===== src/rtl/tm1638_key_reader.sv =====
// TM1638 key-scan reader: sends the read-keys command, releases dio,
// clocks in four key-scan bytes LSB first and decodes them into 8 keys.
//
// state    | meaning
// ---------+-------------------------------------------------------------
// IDLE     | bus idle (stb/sclk high, dio released), waiting for start
// STB_SETUP| stb low, dio driven, one phase before the first clock
// CMD      | shifting out 0x42, low phase drives bit, high phase holds
// WAIT     | dio released, turnaround time before the chip drives dio
// READ     | 32 clocks, dio_in captured on each sclk rising edge
// STB_HOLD | stb back high for one phase
// DONE     | results latched and valid pulsed on leaving this state
module tm1638_key_reader #(
  parameter int CLK_DIV     = 25,
  parameter int WAIT_CYCLES = 100
) (
  input  logic        clk_50M,
  input  logic        RST,
  input  logic        start,
  output logic        busy,
  output logic        valid,
  output logic        stb,
  output logic        sclk,
  output logic        dio_out,
  output logic        dio_oe,
  input  logic        dio_in,
  output logic [31:0] raw_keys,
  output logic [7:0]  keys,
  output logic [7:0]  key_press
);

  localparam int MAX_CNT = (CLK_DIV > WAIT_CYCLES) ? CLK_DIV : WAIT_CYCLES;
  localparam int CW      = $clog2(MAX_CNT + 1);
  localparam logic [CW-1:0] DIV_LOAD  = CW'(CLK_DIV - 1);
  localparam logic [CW-1:0] WAIT_LOAD = CW'(WAIT_CYCLES - 1);
  localparam logic [7:0]    CMD_READ  = 8'h42;

  typedef enum logic [2:0] {
    IDLE, STB_SETUP, CMD, WAIT, READ, STB_HOLD, DONE
  } state_t;

  state_t         state_q;
  logic [CW-1:0]  div_q;
  logic [4:0]     bit_q;
  logic           high_q;
  logic [31:0]    shift_q;
  logic [7:0]     prev_keys_q;
  logic           busy_q, valid_q, stb_q, sclk_q, dio_out_q, dio_oe_q;
  logic [31:0]    raw_keys_q;
  logic [7:0]     keys_q, key_press_q;
  logic [7:0]     keys_dec_d;

  // Key bits live in bit0 and bit4 of each scan byte.
  always_comb begin
    keys_dec_d = '0;
    for (int i = 0; i < 4; i++) begin
      keys_dec_d[i]     = shift_q[8*i];
      keys_dec_d[i + 4] = shift_q[8*i + 4];
    end
  end

  // Sequencer: all bus pins and results are registered here.
  always_ff @(posedge clk_50M or negedge RST) begin
    if (!RST) begin
      state_q     <= IDLE;
      div_q       <= '0;
      bit_q       <= '0;
      high_q      <= 1'b0;
      shift_q     <= '0;
      prev_keys_q <= '0;
      busy_q      <= 1'b0;
      valid_q     <= 1'b0;
      stb_q       <= 1'b1;
      sclk_q      <= 1'b1;
      dio_out_q   <= 1'b1;
      dio_oe_q    <= 1'b0;
      raw_keys_q  <= '0;
      keys_q      <= '0;
      key_press_q <= '0;
    end else begin
      valid_q <= 1'b0;
      if (state_q != IDLE && div_q != '0)
        div_q <= div_q - 1'b1;
      case (state_q)
        IDLE: begin
          // valid_q marks the cycle right after DONE; a start there is dropped
          if (start && !valid_q) begin
            state_q   <= STB_SETUP;
            busy_q    <= 1'b1;
            stb_q     <= 1'b0;
            sclk_q    <= 1'b1;
            dio_oe_q  <= 1'b1;
            dio_out_q <= 1'b1;
            shift_q   <= '0;
            div_q     <= DIV_LOAD;
          end
        end
        STB_SETUP: begin
          if (div_q == '0) begin
            state_q   <= CMD;
            bit_q     <= '0;
            high_q    <= 1'b0;
            sclk_q    <= 1'b0;
            dio_out_q <= CMD_READ[0];
            div_q     <= DIV_LOAD;
          end
        end
        CMD: begin
          if (div_q == '0) begin
            if (!high_q) begin
              high_q <= 1'b1;
              sclk_q <= 1'b1;
              div_q  <= DIV_LOAD;
            end else if (bit_q == 5'd7) begin
              state_q  <= WAIT;
              dio_oe_q <= 1'b0;
              div_q    <= WAIT_LOAD;
            end else begin
              bit_q     <= bit_q + 1'b1;
              high_q    <= 1'b0;
              sclk_q    <= 1'b0;
              dio_out_q <= CMD_READ[bit_q[2:0] + 3'd1];
              div_q     <= DIV_LOAD;
            end
          end
        end
        WAIT: begin
          if (div_q == '0) begin
            state_q <= READ;
            bit_q   <= '0;
            high_q  <= 1'b0;
            sclk_q  <= 1'b0;
            div_q   <= DIV_LOAD;
          end
        end
        READ: begin
          if (div_q == '0) begin
            if (!high_q) begin
              high_q         <= 1'b1;
              sclk_q         <= 1'b1;
              shift_q[bit_q] <= dio_in;
              div_q          <= DIV_LOAD;
            end else if (bit_q == 5'd31) begin
              state_q <= STB_HOLD;
              stb_q   <= 1'b1;
              div_q   <= DIV_LOAD;
            end else begin
              bit_q  <= bit_q + 1'b1;
              high_q <= 1'b0;
              sclk_q <= 1'b0;
              div_q  <= DIV_LOAD;
            end
          end
        end
        STB_HOLD: begin
          if (div_q == '0)
            state_q <= DONE;
        end
        DONE: begin
          state_q     <= IDLE;
          busy_q      <= 1'b0;
          valid_q     <= 1'b1;
          raw_keys_q  <= shift_q;
          keys_q      <= keys_dec_d;
          key_press_q <= keys_dec_d & ~prev_keys_q;
          prev_keys_q <= keys_dec_d;
        end
        default: state_q <= IDLE;
      endcase
    end
  end

  assign busy      = busy_q;
  assign valid     = valid_q;
  assign stb       = stb_q;
  assign sclk      = sclk_q;
  assign dio_out   = dio_out_q;
  assign dio_oe    = dio_oe_q;
  assign raw_keys  = raw_keys_q;
  assign keys      = keys_q;
  assign key_press = key_press_q;

endmodule


===== config.mk =====
export PLATFORM = sky130hd
export DESIGN_NAME = tm1638_key_reader
export DESIGN_NICKNAME = d
export VERILOG_FILES = /design/src/rtl/tm1638_key_reader.sv
export SDC_FILE = /design/constraint.sdc
export NUM_CORES = 1
export LEC_CHECK = 0
export ABC_CLOCK_PERIOD_IN_PS = 6200
export CAP_MARGIN = 15
export CELL_PAD_IN_SITES_DETAIL_PLACEMENT = 0
export CELL_PAD_IN_SITES_GLOBAL_PLACEMENT = 2
export CORE_MARGIN = 10
export CORE_UTILIZATION = 33
export CTS_BUF_LIST = sky130_fd_sc_hd__clkbuf_8
export DETAILED_ROUTE_END_ITERATION = 7
export PLACE_DENSITY_LB_ADDON = 0.1
export SKIP_LAST_GASP = 1
export SYNTH_ARGS = -nofsm -noshare
export SYNTH_HDL_FRONTEND = slang
export SYNTH_SLANG_ARGS = --single-unit

===== constraint.sdc =====
create_clock -name clk_50M -period 6.2 [get_ports clk_50M]
set_clock_uncertainty 0.15 [all_clocks]
set_input_delay 1.24 -clock clk_50M [delete_from_list [all_inputs] [get_ports clk_50M]]
set_output_delay 1.24 -clock clk_50M [all_outputs]
set_load 0.05 [all_outputs]

### After elaboration in Yosys (flattened, before gate mapping)

Memory sizes are Yosys's and may differ from the RTL's.
Index checks and enable logic that the tools add are counted.

| word-level totals | value |
|---|---|
| bits in registers | 102 |
| bits in read-only memories | 8 |
| input port bits | 4 |
| output and inout bits | 54 |
| word-level logic and storage cells | 137 |
| memories kept | 1 |

Memories:

| name | words | width | read ports | clocked after memory_dff | write ports | line | text |
|---|---|---|---|---|---|---|---|
| (name not given) | 8 | 1 | 1 | 0 | 0 | 122 | `dio_out_q <= CMD_READ[bit_q[2:0] + 3'd1];` |

| operators by class | value |
|---|---|
| $add $sub $neg | 3 |
| $lt $le $gt $ge | 3 |
| eq/ne operators | 24 |
| muxes and demuxes | 65 |
| bitwise logic cells | 2 |
| reductions and logical operators | 25 |

Operator list:

| cell | count |
|---|---|
| 32-bit 2-to-1 mux | 3 |
| 32-bit one-hot mux with 2 select lines | 1 |
| 7-bit 2-to-1 mux | 6 |
| 5-bit 2-to-1 mux | 7 |
| 32-bit bitwise mux | 1 |
| 3-bit 2-to-1 mux | 10 |
| 1-bit 2-to-1 mux | 27 |
| 2-bit inequality test, second input constant | 13 |
| 7-bit one-hot mux with 3 select lines | 1 |
| 3-bit one-hot mux with 6 select lines | 1 |
| 5-bit one-hot mux with 3 select lines | 1 |
| 10-bit AND reduction | 1 |
| 5-bit AND reduction | 2 |
| 3-bit == test, second input constant | 3 |
| 3-bit nonzero test | 3 |
| 8-bit AND | 1 |
| 8-bit inverter | 1 |
| 4-bit AND reduction | 2 |
| 8-bit AND reduction | 1 |
| 7-bit zero test | 1 |
| 7-bit AND reduction | 1 |
| 7-bit nonzero test | 1 |
| 7-bit by 1-bit subtractor with 7-bit output, second input constant | 1 |
| 3-bit by 2-bit == test with 1-bit output, second input constant | 2 |
| 23 further kinds | 31 |

### Longest topological paths before layout

| depth | value |
|---|---|
| word-level depth | 8 |
| gate-level depth with buffers | 8 |

### Worst setup path after synthesis

No wires, ideal clock.

| path | value |
|---|---|
| kind | in2reg |
| start | in start |
| end | reg shift_q[4] |
| arrival time | 2.206 ns |
| required time | 5.920 ns |
| path slack | 3.714 ns |
| cell stages on the path | 6 |
| path buffers | 2 |
| path through | nor2b_1 -> nand2_1 -> clkbuf_1 -> clkbuf_1 -> o211ai_1 -> o21ai_0 |

| on the way | value |
|---|---|
| word-level cells in the longest chain between the ends | 3 |

Ends and longest elaborated chain:

| element | line | text |
|---|---|---|
| from (decl) | 19 | `input logic start,` |
| 1-bit logical AND | 87 | `if (start && !valid_q) begin` |
| 2-bit inequality test (no source line) | -- |  |
| 4-bit AND reduction (no source line) | -- |  |
| to (signal, indexed assignment) | 141 | `shift_q[bit_q] <= dio_in;` |
| to (decl) | 46 | `logic [31:0] shift_q;` |

No other way between the ends.
A chain may end at the register's enable or synchronous reset.

### Worst setup path after layout

| path | value |
|---|---|
| start | reg dio_out_q, in the netlist dio_out |
| end | out dio_out |

RTL lines:

| element | line | text |
|---|---|---|
| from (decl) | 48 | `logic busy_q, valid_q, stb_q, sclk_q, dio_out_q, dio_oe_q;` |
| from (signal assigned) | 104 | `dio_out_q <= CMD_READ[0];` |
| from (signal assigned) | 122 |  |
| to (decl) | 24 | `output logic dio_out,` |

No word-level cell between the ends.

==> results.json <==
{
  "fin_nets": 453,
  "gp_congestion": 0.783,
  "pin_count": 58,
  "wl_per_cell_um": 18.2,
  "fin_cells": 622,
  "cp.required_ps": 4810,
  "area_growth_pct": 19.8,
  "rr_worst_depth": 6,
  "fmax_mhz": 313,
  "worstMarginPinSlew_ps": 1020,
  "crit_path_end_kind": "primary output",
  "drive_gt1_frac": 0.146,
  "via_per_inst": 5.22,
  "detail-route-antenna-nets": 0,
  "dr_total_vias": 3248,
  "slew_headroom": 0.317,
  "drt_first_iter_violations": 269,
  "clkTransAtPathRegs_ps": 100,
  "ys_types": 59,
  "crit_arrival_ps": 1800,
  "synth_top_cell_area_share": 0.515,
  "dp.cells": 606,
  "final_area_um2": 5300,
  "ctsHtreeMaxLevel": 3,
  "synth_flop_cell": "dfrtp_1",
  "synth_area_per_cell_um2": 11.0,
  "worst_hold_path.endpoint": "key_press[1]$_DFFE_PN0P_",
  "crit_path_cell_trace": "clkdlybuf4s50_1",
  "max_cap_violations": 0,
  "antenna_found_initial": 0,
  "fin_crit_ps": 3190,
  "drc": 0,
  "status": "completed",
  "p_leak_nw": 2.20,
  "post_cts_buffers": 0,
  "cpLargestDelayFamily": "buffers and inverters",
  "diodes": 0,
  "regToRegSetupSlack_ps": 3260,
  "yosysSeqAreaShare": 0.532,
  "dp_hpwl_um": 7810,
  "holdWs_ps": 334,
  "cp_num_buf_inv": 1,
  "grt_setup_unrepaired": "false",
  "setup_viol": 0,
  "grt_overflow": 0,
  "reg2reg_from": "div_q[0]$_DFF_PN0_",
  "max_stage_delay_ps": 820,
  "wl_met3_um": 570,
  "dr.pass1.iters": 4,
  "portBuffers": 57,
  "placed_cell_area_um2": 5070,
  "finalWorstSetupSlack_ps": 3010,
  "core_area_um2": 13200,
  "finalSetupTns_ps": 0,
  "clockBufferDepth": 2,
  "synthMostInstantiatedCell": "dfrtp_1",
  "worst-path-max-fanout": 4,
  "synth-edff-count": 0,
  "die-height_um": 136,
  "die_x_um": 136,
  "finish.utilization": 0.402,
  "async_reset_ff_frac": 1.00,
  "initial_core_util": 0.336,
  "fin_crit_sh": 0.515,
  "power_density_nw_per_um2": 208,
  "grt_pass1_vias": 3114,
  "fillers": 1293,
  "total_power_mw": 1.10,
  "track_usage": 0.126,
  "wl_met2_um": 4840,
  "cts_hold_buf": 0,
  "dieArea_um2": 18400,
  "synth_area_um2": 4430,
  "cts_tree": "done",
  "drt-total-wl_um": 11300,
  "pre_cts_slack_ps": 3030,
  "synth-seq-cells": 94,
  "r2r-end": "dio_oe$_DFFE_PN0P_",
  "synthCells": 402,
  "drt-met1-wl_um": 5700,
  "clock_latency_ps": 380,
  "grt_pass1_wl_um": 18200,
  "critPathLaunchType": "flop",
  "highest_layer": "met4",
  "cts_sinks": 94,
  "synth_area_leaders": "dfrtp_1, mux2_2, o211ai_1, o21ai_0, ha_1",
  "numCtsBuffers": 9,
  "synth_area_leader_cell": "dfrtp_1",
  "rows": 42,
  "grt_max_degree": 78,
  "hp-class": "reg -> reg",
  "clockRootBuffer": "clkbuf_8",
  "drv_slew": 0,
  "ir_drop_uv": 79.7,
  "final-hold-violation-count": 0,
  "syn-num-nets": 414,
  "yosys-top-cells-count": "dfrtp_1, o21ai_0, mux2_2, o211ai_1, nand2_1",
  "worstSetupPathType": "reg -> out",
  "cpMaxStageDelayCell": "clkdlybuf4s50_1",
  "worstHoldPathCells": 2,
  "cts_resized": 0,
  "yosysWarnings": 0,
  "min-delay-start": "key_press[1]$_DFFE_PN0P_"
}
worst max-delay path by stage:
stage	from	depth (start not counted)	slack [ps]	end
floorplan	start	6	3710	shift_q[4]$_DFFE_PN0P_
global placement	start	6	3060	sclk$_DFFE_PN1P_
detailed placement	start	6	3030	sclk$_DFFE_PN1P_
CTS	dio_out$_DFFE_PN1P_	1	2980	dio_out
global route	dio_out$_DFFE_PN1P_	1	2970	dio_out
finish	dio_out$_DFFE_PN1P_	1	3010	dio_out
state kept, by name (all words and copies together) (netlist names):
| register | flops |
|---|---|
| raw_keys | 32 |
| shift_q | 32 |
| key_press | 8 |
| div_q | 7 |
| bit_q | 5 |
| state_q | 3 |
| busy | 1 |
| dio_oe | 1 |
| dio_out | 1 |
| high_q | 1 |
| sclk | 1 |
| stb | 1 |
| valid | 1 |
final cells by class:
class,count,area [um2],area share
repair buffers,60,591,0.111
clock buffers,10,138,0.0259
inverters,14,52.6,0.00991
well taps,176,220,0.0415
flip-flops and latches,94,2360,0.444
multi-input cells,262,1850,0.350
clock inverters,6,92.6,0.0175
metal layers:
layer / up-vias / track usage
li1: 1561 / -
met1: 1602 / 0.183
met2: 67 / 0.176
met3: 18 / 0.0256
met4: 0 / 0.0514
met5: - / 0
logic make-up after synthesis:
kind of cell	after synthesis	synth area share
AO/OA/AOI/OAI	119	0.175
XOR/XNOR	4	0.00792
adder cells (fa/ha/maj)	8	0.0226
buffers and inverters	46	0.0489
flip-flops	94	0.532
multiplexers	37	0.0933
AND/OR/NAND/NOR	94	0.120
power breakdown:
| part | internal, mW | switching, mW | leakage, nW |
|---|---|---|---|
| combinational | 0.00222 | 0.0128 | 0.810 |
| sequential | 0.613 | 0 | 1.28 |
| clock | 0.241 | 0.233 | 0.110 |
placed cells by master, fill, tap and decap left out, drive strengths merged, types with 3 or more instances in the layout:
cell,Yosys,final
dfrtp,91,91
clkdlybuf4s50,0,56
o21ai,48,48
mux2,34,34
o211ai,30,30
nand2,25,25
nand2b,15,15
inv,13,15
nand3,14,14
clkbuf,16,10
ha,8,8
a21oi,7,7
nand4,7,7
nor3,6,6
nor2,5,5
a31oi,4,4
buf,16,4
or3,4,4
nor3b,3,3
xnor2,3,3
o22ai,3,3
mux2i,3,3
o31ai,3,3
o311ai,3,3
dfstp,3,3
No activity file was read; power rests on OpenSTA's default activity.
